$ cat src/rtl/cd_tx_sched_pkg.sv
// cd_pkg: shared state encoding, CSR map defaults and count width for the TX scheduler
package cd_pkg;
  localparam logic [2:0] S_INIT     = 3'd0;
  localparam logic [2:0] S_IDLE     = 3'd1;
  localparam logic [2:0] S_POLL_RD  = 3'd2;
  localparam logic [2:0] S_POLL_CHK = 3'd3;
  localparam logic [2:0] S_STREAM   = 3'd4;
  localparam logic [2:0] S_DRAIN    = 3'd5;
  localparam logic [2:0] S_COMMIT   = 3'd6;
  localparam logic [4:0] REG_TX_D       = 5'h0A;
  localparam logic [4:0] REG_TX_CTRL_D  = 5'h0B;
  localparam logic [4:0] REG_INT_FLAG_D = 5'h10;
  localparam int         FLAG_TX_FREE_D = 5;
  localparam logic [7:0] CTRL_COMMIT_D  = 8'h01;
  localparam logic [7:0] CTRL_ABORT_D   = 8'h04;
  localparam int         MAX_LEN_D      = 256;
  localparam int         CNT_W          = $clog2(MAX_LEN_D + 1);
  localparam logic [15:0] POLL_MAX_D    = 16'hFFFF;
endpackage

$ cat src/rtl/cd_tx_sched_if.sv
// cd_tx_sched_if: 8-bit CSR bus between the scheduler (master) and the CDBUS core (slave)
//   address/read/write/writedata driven by master, readdata returned by slave one cycle after read
interface cd_tx_sched_if;
  logic [4:0] address;
  logic       read;
  logic [7:0] readdata;
  logic       write;
  logic [7:0] writedata;
  modport master (output address, read, write, writedata, input readdata);
  modport slave  (input address, read, write, writedata, output readdata);
endinterface

$ cat src/rtl/cd_tx_sched_arb.sv
// cd_rr_arb: combinational requester picker, round-robin after i_last_grant or strict priority
//   i_req: pending requests, i_last_grant: previous winner
//   o_grant_valid: any request pending, o_grant_idx: winner
//   CD_TX_SCHED_PRIO_EN defined selects lowest-index-wins priority
module cd_rr_arb import cd_pkg::*; #(
  parameter int N_REQ = 2
) (
  input  logic [N_REQ-1:0] i_req,
  input  logic [1:0]       i_last_grant,
  output logic             o_grant_valid,
  output logic [1:0]       o_grant_idx
);
  always_comb begin
    o_grant_valid = |i_req;
    o_grant_idx = '0;
`ifdef CD_TX_SCHED_PRIO_EN
    for (int k = N_REQ - 1; k >= 0; k--)
      if (|(i_req & (N_REQ'(1) << k))) o_grant_idx = 2'(k);
`else
    // scan farthest offset first so the nearest requester after the last grant wins
    for (int k = N_REQ; k >= 1; k--)
      if (|(i_req & (N_REQ'(1) << ((int'(i_last_grant) + k) % N_REQ))))
        o_grant_idx = 2'((int'(i_last_grant) + k) % N_REQ);
`endif
  end
endmodule

$ cat src/rtl/cd_tx_sched.sv
// cd_tx_sched: shares one CDBUS TX buffer between N_REQ byte-stream requesters via CSR writes
//   clk, reset_n (async active-low)
//   req_valid/req_data/req_last/req_ready: per-requester byte streams
//   csr: CSR bus master (cd_tx_sched_if.master)
//   grant_id: current/last winner, busy: not idle, done/err: commit/abort pulses
//   CD_TX_SCHED_PRIO_EN (in cd_rr_arb) switches round-robin to strict priority
module cd_tx_sched import cd_pkg::*; #(
  parameter int          N_REQ        = 2,
  parameter logic [4:0]  REG_TX       = REG_TX_D,
  parameter logic [4:0]  REG_TX_CTRL  = REG_TX_CTRL_D,
  parameter logic [4:0]  REG_INT_FLAG = REG_INT_FLAG_D,
  parameter int          FLAG_TX_FREE = FLAG_TX_FREE_D,
  parameter logic [7:0]  CTRL_COMMIT  = CTRL_COMMIT_D,
  parameter logic [7:0]  CTRL_ABORT   = CTRL_ABORT_D,
  parameter int          MAX_LEN      = MAX_LEN_D,
  parameter logic [15:0] POLL_MAX     = POLL_MAX_D
) (
  input  logic                 clk,
  input  logic                 reset_n,
  input  logic [N_REQ-1:0]     req_valid,
  input  logic [8*N_REQ-1:0]   req_data,
  input  logic [N_REQ-1:0]     req_last,
  output logic [N_REQ-1:0]     req_ready,
  cd_tx_sched_if.master        csr,
  output logic [1:0]           grant_id,
  output logic                 busy,
  output logic                 done,
  output logic                 err
);
  logic [2:0] r_state, w_next;
  logic [1:0] r_grant, w_gidx;
  logic [CNT_W-1:0] r_cnt;
  logic [15:0] r_poll;
  logic r_busy, r_done, r_err, r_rd, r_wr;
  logic [4:0] r_addr;
  logic [7:0] r_wdata, w_byte;
  logic [N_REQ-1:0] w_oh;
  logic w_gv, w_acc, w_last, w_full, w_flag, w_wr_tx, w_commit, w_abort;
  cd_rr_arb #(.N_REQ(N_REQ)) u_arb (
    .i_req(req_valid), .i_last_grant(r_grant), .o_grant_valid(w_gv), .o_grant_idx(w_gidx)
  );
  assign w_oh = N_REQ'(1) << r_grant;
  assign req_ready = (r_state == S_STREAM || r_state == S_DRAIN) ? w_oh : '0;
  assign w_acc = |(req_valid & req_ready);
  assign w_last = |(req_last & w_oh);
  assign w_byte = 8'(req_data >> {r_grant, 3'b000});
  assign w_full = r_cnt == CNT_W'(MAX_LEN);
  assign w_flag = csr.readdata[FLAG_TX_FREE];
  assign w_wr_tx = r_state == S_STREAM && w_acc && !w_full;
  assign w_commit = r_state == S_COMMIT;
  // a last byte arriving when the buffer is already full aborts straight away
  assign w_abort = r_state == S_INIT || (w_acc && w_last && (r_state == S_DRAIN || w_full));
  always_comb begin
    w_next = r_state;
    case (r_state)
      S_INIT:     w_next = S_IDLE;
      S_IDLE:     w_next = w_gv ? S_POLL_RD : S_IDLE;
      S_POLL_RD:  w_next = S_POLL_CHK;
      S_POLL_CHK: w_next = w_flag ? S_STREAM : (r_poll == POLL_MAX - 16'd1) ? S_DRAIN : S_POLL_RD;
      S_STREAM:   w_next = !w_acc ? S_STREAM : w_full ? (w_last ? S_IDLE : S_DRAIN) : (w_last ? S_COMMIT : S_STREAM);
      S_DRAIN:    w_next = (w_acc && w_last) ? S_IDLE : S_DRAIN;
      default:    w_next = S_IDLE;
    endcase
  end
  // CSR strobes are registered so every access is a clean single-cycle pulse and reset drives them low
  always_ff @(posedge clk or negedge reset_n) begin
    if (!reset_n) begin
      r_state <= S_INIT;
      r_grant <= 2'(N_REQ - 1);
      r_cnt <= '0;
      r_poll <= '0;
      r_busy <= 1'b0;
      r_done <= 1'b0;
      r_err <= 1'b0;
      r_rd <= 1'b0;
      r_wr <= 1'b0;
      r_addr <= '0;
      r_wdata <= '0;
    end else begin
      r_state <= w_next;
      r_grant <= (r_state == S_IDLE && w_gv) ? w_gidx : r_grant;
      r_cnt <= (w_next == S_IDLE) ? '0 : w_wr_tx ? r_cnt + 1'b1 : r_cnt;
      r_poll <= (w_next == S_IDLE) ? '0 : (r_state == S_POLL_CHK && !w_flag) ? r_poll + 16'd1 : r_poll;
      r_busy <= w_next != S_IDLE;
      r_done <= w_commit;
      r_err <= w_abort && r_state != S_INIT;
      r_rd <= w_next == S_POLL_RD;
      r_wr <= w_wr_tx || w_abort || w_commit;
      r_addr <= (w_next == S_POLL_RD) ? REG_INT_FLAG : w_wr_tx ? REG_TX : (w_abort || w_commit) ? REG_TX_CTRL : 5'd0;
      r_wdata <= w_wr_tx ? w_byte : w_commit ? CTRL_COMMIT : w_abort ? CTRL_ABORT : 8'd0;
    end
  end
  assign csr.address = r_addr;
  assign csr.read = r_rd;
  assign csr.write = r_wr;
  assign csr.writedata = r_wdata;
  assign grant_id = r_grant;
  assign busy = r_busy;
  assign done = r_done;
  assign err = r_err;
endmodule

$ cat src/flat_wrapper.sv
// flat-port wrapper written by rule: the top's interface ports become plain ports
module cd_tx_sched_flat import cd_pkg::*;
#(
  parameter int          N_REQ        = 2,
  parameter logic [4:0]  REG_TX       = REG_TX_D,
  parameter logic [4:0]  REG_TX_CTRL  = REG_TX_CTRL_D,
  parameter logic [4:0]  REG_INT_FLAG = REG_INT_FLAG_D,
  parameter int          FLAG_TX_FREE = FLAG_TX_FREE_D,
  parameter logic [7:0]  CTRL_COMMIT  = CTRL_COMMIT_D,
  parameter logic [7:0]  CTRL_ABORT   = CTRL_ABORT_D,
  parameter int          MAX_LEN      = MAX_LEN_D,
  parameter logic [15:0] POLL_MAX     = POLL_MAX_D
)
  (clk, reset_n, req_valid, req_data, req_last, req_ready, grant_id, busy, done, err, csr_address, csr_read, csr_write, csr_writedata, csr_readdata);
  cd_tx_sched_if csr_i ();
  input  logic clk;
  input  logic reset_n;
  input  logic [N_REQ-1:0] req_valid;
  input  logic [8*N_REQ-1:0] req_data;
  input  logic [N_REQ-1:0] req_last;
  output logic [N_REQ-1:0] req_ready;
  output logic [1:0] grant_id;
  output logic busy;
  output logic done;
  output logic err;
  output wire logic [$bits(csr_i.address)-1:0] csr_address;
  output wire logic [$bits(csr_i.read)-1:0] csr_read;
  output wire logic [$bits(csr_i.write)-1:0] csr_write;
  output wire logic [$bits(csr_i.writedata)-1:0] csr_writedata;
  input wire logic [$bits(csr_i.readdata)-1:0] csr_readdata;
  assign csr_address = csr_i.address;
  assign csr_read = csr_i.read;
  assign csr_write = csr_i.write;
  assign csr_writedata = csr_i.writedata;
  assign csr_i.readdata = csr_readdata;
  cd_tx_sched #(.N_REQ(N_REQ), .REG_TX(REG_TX), .REG_TX_CTRL(REG_TX_CTRL), .REG_INT_FLAG(REG_INT_FLAG), .FLAG_TX_FREE(FLAG_TX_FREE), .CTRL_COMMIT(CTRL_COMMIT), .CTRL_ABORT(CTRL_ABORT), .MAX_LEN(MAX_LEN), .POLL_MAX(POLL_MAX)) u_core (.clk(clk), .reset_n(reset_n), .req_valid(req_valid), .req_data(req_data), .req_last(req_last), .req_ready(req_ready), .csr(csr_i), .grant_id(grant_id), .busy(busy), .done(done), .err(err));
endmodule
$ cat config.mk
export PLATFORM = sky130hd
export DESIGN_NAME = cd_tx_sched_flat
export DESIGN_NICKNAME = d
export VERILOG_FILES = /design/src/rtl/cd_tx_sched_pkg.sv /design/src/rtl/cd_tx_sched_if.sv /design/src/rtl/cd_tx_sched_arb.sv /design/src/rtl/cd_tx_sched.sv /design/src/flat_wrapper.sv
export SDC_FILE = /design/constraint.sdc
export NUM_CORES = 1
export LEC_CHECK = 0
export ABC_AREA = 1
export BUFFER_PORTS_ARGS = -buffer_cell sky130_fd_sc_hd__buf_4
export CAP_MARGIN = 25
export CELL_PAD_IN_SITES_DETAIL_PLACEMENT = 1
export CELL_PAD_IN_SITES_GLOBAL_PLACEMENT = 2
export CORE_ASPECT_RATIO = 0.6
export CORE_MARGIN = 5
export CORE_UTILIZATION = 30
export DETAILED_ROUTE_END_ITERATION = 10
export HOLD_SLACK_MARGIN = 0.05
export PLACE_DENSITY_LB_ADDON = 0.2
export SLEW_MARGIN = 25
export SYNTH_ARGS = -nofsm -noshare
export SYNTH_HDL_FRONTEND = slang
export SYNTH_SLANG_ARGS = --single-unit
$ cat constraint.sdc
create_clock -name clk -period 2.21 [get_ports clk]
set_input_delay 0.3315 -clock clk [delete_from_list [all_inputs] [get_ports clk]]
set_output_delay 0.3315 -clock clk [all_outputs]
set_load 0.005 [all_outputs]
Yosys cells after proc, flatten, opt, wreduce, memory -nomap -nowiden --
Index checks and enable logic that the tools add are counted.
Operators by class: add/subtract/negate cells 4, eq/ne operators 11, shift-type cells 4, multiplexer cells 22, bitwise logic cells 6, reduce and logical (&&, ||, !) cells 24
Operator list (count):
- left shift 1 x 32 -> 2 bit, first input constant | 2
- 2-to-1 mux 16 bit | 2
- 2-to-1 mux 3 bit | 7
- 2-to-1 mux 9 bit | 2
- adder 16 x 1 -> 16 bit, second input constant | 1
- equality test 16 bit, second input constant | 1
- 2-to-1 mux 8 bit | 2
- right shift 16 x 5 -> 8 bit | 1
- one-hot mux 3 bit (5 select lines) | 1
- 2-to-1 mux 2 bit | 5
- 2-to-1 mux 5 bit | 2
- OR reduction 2 bit | 5
- adder 9 x 1 -> 9 bit, second input constant | 1
- equality test 3 x 2 -> 1 bit, second input constant | 3
- equality test 3 bit, second input constant | 3
- equality test 9 bit, second input constant | 1
- bitwise AND 2 bit | 4
- logical AND 1 bit | 7
- equality test 3 x 1 -> 1 bit, second input constant | 2
- logical OR 1 bit | 6
- 2-to-1 mux 4 bit | 1
- nonzero test 2 bit | 2
- logical NOT 3 bit | 1
- != test 3 x 1 -> 1 bit, second input constant | 1
- other kinds (5) | 8
Word-level totals: flip-flop bits (word level) 48, input bits 30, output and inout bits 22, logic and storage cells 82

Logic depth before layout (Yosys ltp) --
depth after elaboration 12, gate-level depth with buffers 12, mapped depth without buffers 11

Cells and area by module --
From an unflattened synthesis, not the netlist that was laid out.
Unflattened totals: cell total of the unflattened synthesis 314, area total of the unflattened synthesis 2496.1 um^2
By module, submodules not included:
- cd_tx_sched | times used 1, cells an instance 309, area each 2469.9 um^2, seq. area each 1127.3 um^2
- cd_rr_arb | times used 1, cells an instance 5, area each 26.3 um^2, seq. area each 0.0 um^2

Worst setup path after synthesis --
Ideal clock, no wire load.
kind register to register, start point reg u_core.r_grant[0] (netlist: u_core.grant_id[0]), end point reg u_core.r_poll[11], library setup time 0.121 ns, arrival time 1.601 ns, required time 2.089 ns, path slack 0.488 ns, stages on the path, launching flop included 12, path buffers 2, clock period less this slack 1.722 ns, path through dfstp_2 > inv_1 > buf_2 > nand2_1 > nand2_1 > nand3_1 > nor2_1 > nor2_1 > nand3_2 > nor2_4 > buf_6 > nor2_1
On the way: longest elaborated chain between the ends 9, elaborated cells between the ends (all ways) 16, those cells by class eq/ne: 1; shift: 1; mux: 8; bitwise: 2; reduce/logical: 4
RTL lines:
- start: declaration | line cd_tx_sched.sv:31 | logic [1:0] r_grant, w_gidx;
- start signal: assignment | line cd_tx_sched.sv:69 | r_grant <= 2'(N_REQ - 1);
- start signal: assignment | line cd_tx_sched.sv:81 | r_grant <= (r_state == S_IDLE && w_gv) ? w_gidx : r_grant;
- left shift 1 x 2 -> 2 bit * | line cd_tx_sched.sv:42 | assign w_oh = N_REQ'(1) << r_grant;
- bitwise AND 2 bit or 2-to-1 mux 2 bit (tied branches) | line cd_tx_sched.sv:45, cd_tx_sched.sv:43
- OR reduction 2 bit or bitwise AND 2 bit (tied branches) | line cd_tx_sched.sv:45, cd_tx_sched.sv:44
- 2-to-1 mux 2 bit (tied with other cells) | line cd_tx_sched.sv:60 | S_STREAM: w_next = !w_acc ? S_STREAM : w_full ? (w_last ? S_IDLE : S_DRAIN) : (w_last ? S_COMMIT : S_STREAM);
- 2-to-1 mux 3 bit or logical AND 1 bit (tied branches) | line cd_tx_sched.sv:60, cd_tx_sched.sv:61
- 2-to-1 mux 3 bit, on equally long branches | line cd_tx_sched.sv:60, cd_tx_sched.sv:61
- one-hot mux 3 bit (5 select lines) * | line cd_tx_sched.sv:55 | case (r_state)
- equality test 3 x 1 -> 1 bit * | line cd_tx_sched.sv:83 | r_poll <= (w_next == S_IDLE) ? '0 : (r_state == S_POLL_CHK && !w_flag) ? r_poll + 16'd1 : r_poll;
- 2-to-1 mux 16 bit or nonzero test 2 bit (tied branches)
- end signal: assignment | line cd_tx_sched.sv:83
- end: declaration | line cd_tx_sched.sv:33 | logic [15:0] r_poll;
Mark *: on every way between the ends. The rest lies on a longest branch, timed or not. A chain may end at the register's enable or synchronous reset.

Final worst setup path --
start point reg u_core.r_grant[0] (netlist: u_core.grant_id[0]), end point reg u_core.r_poll[0]
Same word-level chain as after synthesis.

==> impl_metrics.env <==
export IMPL_status="completed"
export IMPL_worst_path_most_repeated_cell="sky130_fd_sc_hd__nor2_1"
export IMPL_fin_nets=379
export IMPL_timing_critical_path_required_ps=2380
export IMPL_per_cell_via_count_in_the_routed_design=4.25
export IMPL_seq_area_frac_synth_pct=47.9
export IMPL_ant_nets=0
export IMPL_finClkSkew_ps=5.25
export IMPL_postSynthAreaPerCell_um2=7.73
export IMPL_register_clock_pin_slew_on_the_reported_worst_setup_and_hold_paths_ps=60
export IMPL_synth_commonest_cells="sky130_fd_sc_hd__nand2_1 (79), sky130_fd_sc_hd__nor2_1 (55), sky130_fd_sc_hd__dfrtp_1 (43)"
export IMPL_design_die_area_um2=9580
export IMPL_power_ir_vdd_worst_mv=0.766
export IMPL_master_of_the_slowest_instance_on_the_critical_path="sky130_fd_sc_hd__dfstp_2"
export IMPL_slew_worst_pin_ps=582
export IMPL_n_antenna_cell=0
export IMPL_worst_slew_margin_rel_pct=61.2
export IMPL_insertion_delay_ps=280
export IMPL_synth_top_cells_by_area="sky130_fd_sc_hd__dfrtp_1 (47%), sky130_fd_sc_hd__nand2_1 (13%), sky130_fd_sc_hd__nor2_1 (9.0%)"
export IMPL_yosysMostFrequentCell="sky130_fd_sc_hd__nand2_1"
export IMPL_post_route_util_pct=39.6
export IMPL_avgRoutedWirePerCell_um=12.8
export IMPL_grt_setup_unrepaired="false"
export IMPL_synthDominantCellAreaShare_pct=46.7
export IMPL_finalWirelength_mm=5.77
export IMPL_antenna_found_initial=0
export IMPL_clock_sink_count=44
export IMPL_die_h_um=77.9
export IMPL_io_pins=52
export IMPL_core_rowCount=24
export IMPL_post_synth_top_area_cell="sky130_fd_sc_hd__dfrtp_1"
export IMPL_area_growth_synth_to_final_pct=26.4
export IMPL_grt_util_all_layers_pct=13.1
export IMPL_worstHoldPathType="primary input to async pin"
export IMPL_power_share_switching_pct=35.8
export IMPL_max_cap_violations=0
export IMPL_timing_final_max_slew_violations=0
export IMPL_power_sequential_fraction_pct=35.5
export IMPL_pwr_share_comb_pct=35.5
export IMPL_htree_num_levels=2
export IMPL_number_of_buffers_added_by_the_clock_tree_synthesis_step=5
export IMPL_cellInternalPower_mw=1.87
export IMPL_total_setup_buffers_inserted_after_cts=0
export IMPL_share_of_cells_above_drive_strength_1_pct=19.4
export IMPL_yosys_warnings=0
export IMPL_end_kind="flop"
export IMPL_via_count_of_the_first_global_routing_pass=2004
export IMPL_drt_first_pass_iters=4
export IMPL_longest_individual_stage_delay_on_the_worst_path_ps=590
export IMPL_worstPathCellList="clkinvlp_4, nand2_1, nand2_1, nand3_1, nor2_1, nor2_1, nand3_2, nor2_4, buf_12, nor2_1"
export IMPL_route_vias_total=1914
export IMPL_final_setup_viol_count=0
export IMPL_place_detailed_hpwl_mm=4.42
export IMPL_switchingPower_mw=1.04
export IMPL_grt_overflow=0
export IMPL_netlist_area_um2=2300
export IMPL_syn_instance_count=298
export IMPL_synth_seq_cells=44
export IMPL_critical_path_arrival_ps=2110
export IMPL_cts_hold_buffers_added=0
export IMPL_detail_route_drc_violations=0
export IMPL_critical_path_startpoint_type="flop"
export IMPL_io_buffer_count=42
export IMPL_ctsLongestPathBuffers=2
export IMPL_place_congestion=0.771
export IMPL_synth_enable_flop_cells=0
export IMPL_cts_tree="built"
export IMPL_master_cell_of_the_clock_root_buffer="sky130_fd_sc_hd__clkbuf_16"
export IMPL_async_set_reset_flop_share_out_of_synthesis_pct=100
export IMPL_clock_fmax_mhz=514
export IMPL_power_static_leakage_nw=1.46
export IMPL_power_share_clock_pct=29.1
export IMPL_yosys_cell_types_count=28
export IMPL_final_min_period_over_clock_period_pct=88.1
export IMPL_initial_core_util_pct=31.3
export IMPL_die_width_um=123
export IMPL_period_needed_ps=1950
export IMPL_criticalPathCategory="flop to flop"
export IMPL_first_iter_violations=46
export IMPL_grt_max_degree=45
export IMPL_final_hold_viol_count=0
export IMPL_power_density_nw_per_um2=998
export IMPL_path_max_fanout=26
export IMPL_grt_pass1_wl_mm=9.87
export IMPL_timing_setup_tns_ps=0
export IMPL_coreArea_um2=7360
export IMPL_synthFlopType="sky130_fd_sc_hd__dfrtp_1"
[sequential cells by signal (all words and copies together) (netlist names)]
name,count
u_core.r_state,3
u_core.grant_id,1
u_core.r_cnt,9
u_core.csr.write,1
u_core.done,1
u_core.csr.address,3
u_core.err,1
u_core.r_poll,16
u_core.csr.writedata,8
u_core.busy,1
[placed cells by master (no fill, tap or decap), types with 2 or more instances in the layout]
master,n
sky130_fd_sc_hd__nand4_1,6
sky130_fd_sc_hd__o21ai_0,8
sky130_fd_sc_hd__a21oi_1,8
sky130_fd_sc_hd__clkbuf_16,5
sky130_fd_sc_hd__clkinvlp_4,2
sky130_fd_sc_hd__conb_1,2
sky130_fd_sc_hd__dfrtp_1,43
sky130_fd_sc_hd__xor2_1,10
sky130_fd_sc_hd__ha_1,4
sky130_fd_sc_hd__nand2_1,79
sky130_fd_sc_hd__nor2_2,2
sky130_fd_sc_hd__a31oi_1,3
sky130_fd_sc_hd__nand3_1,17
sky130_fd_sc_hd__inv_1,40
sky130_fd_sc_hd__nor2_1,54
sky130_fd_sc_hd__buf_4,47
sky130_fd_sc_hd__nor3_1,3
[final timing paths]
check	startpoint	end	slack, ps	cells after the start
setup / recovery	u_core.grant_id[0]	u_core.r_poll[0]	260	10
hold / removal	reset_n	u_core.r_state[1]	30	1
setup reg to reg	u_core.grant_id[0]	u_core.r_poll[0]	260	10
hold reg to reg	u_core.r_cnt[7]	u_core.r_cnt[7]	550	3
max in group asynchronous	reset_n	u_core.r_poll[10]	1760	1
min in group clk	req_valid[0]	u_core.grant_id[0]	210	2
[layer usage]
metal	global-route usage, %	vias up	share of wire [%]
li1	-	1004	-
met1	19.8	888	55
met2	18.5	20	42
met3	3.34	2	3.1
met4	2.98	0	0.43
met5	0	-	0
[through the flow]
step	instance area, um2	total power, mW	hold WS, ps	worst slack [ps]	std cells
3_3_place_gp	2740	2.08	382	282	442
2_1_floorplan	2310	1.70	35.9	488	299
4_1_cts	2900	2.96	72.2	207	450
3_5_place_dp	2740	2.09	385	233	442
5_1_grt	2910	3.13	102	65.1	450
6_report	2910	2.90	34.7	264	450
[layout make-up]
| type | instances | area [um2] |
|---|---|---|
| Clock buffer | 5 | 125 |
| Clock inverter | 3 | 42.5 |
| Fill cell | 903 | 4450 |
| Inverter | 41 | 158 |
| Multi-Input combinational cell | 205 | 980 |
| Sequential cell | 44 | 1100 |
| Tap cell | 104 | 130 |
| Timing Repair Buffer | 48 | 373 |
[cell families (layout without fill, tap and decap cells)]
group,after synthesis,count (layout),share of synthesized area [%]
other,1,2,0.163
XOR/XNOR,11,11,4.18
adder cells (fa/ha/maj),4,4,2.17
flip-flops,44,44,47.9
AO/OA/AOI/OAI,21,21,5.00
AND/OR/NAND/NOR,167,167,30.8
buffers and inverters,50,97,9.84
[worst max-delay path, delay by kind of cell, from the launching register on]
family / cells / cell delay [ps]
flip-flops: 1 / 590
buffers and inverters: 2 / 400
AND/OR/NAND/NOR: 8 / 830
[power groups by stage]
stage | clock (mW) | sequential [mW] | combinational, mW
6_report | 0.844 | 1.03 | 1.03
2_1_floorplan | 0 | 1.02 | 0.683
3_5_place_dp | 0 | 1.04 | 1.05
5_1_grt | 0.923 | 1.05 | 1.16
4_1_cts | 0.878 | 1.03 | 1.06
3_3_place_gp | 0 | 1.04 | 1.05
[what timing repair did]
action,in CTS,in global routing
setup endpoints to repair,0,1
gates resized for setup,0,2
hold endpoints to repair,0,0
(Power assumes the default switching activity.)
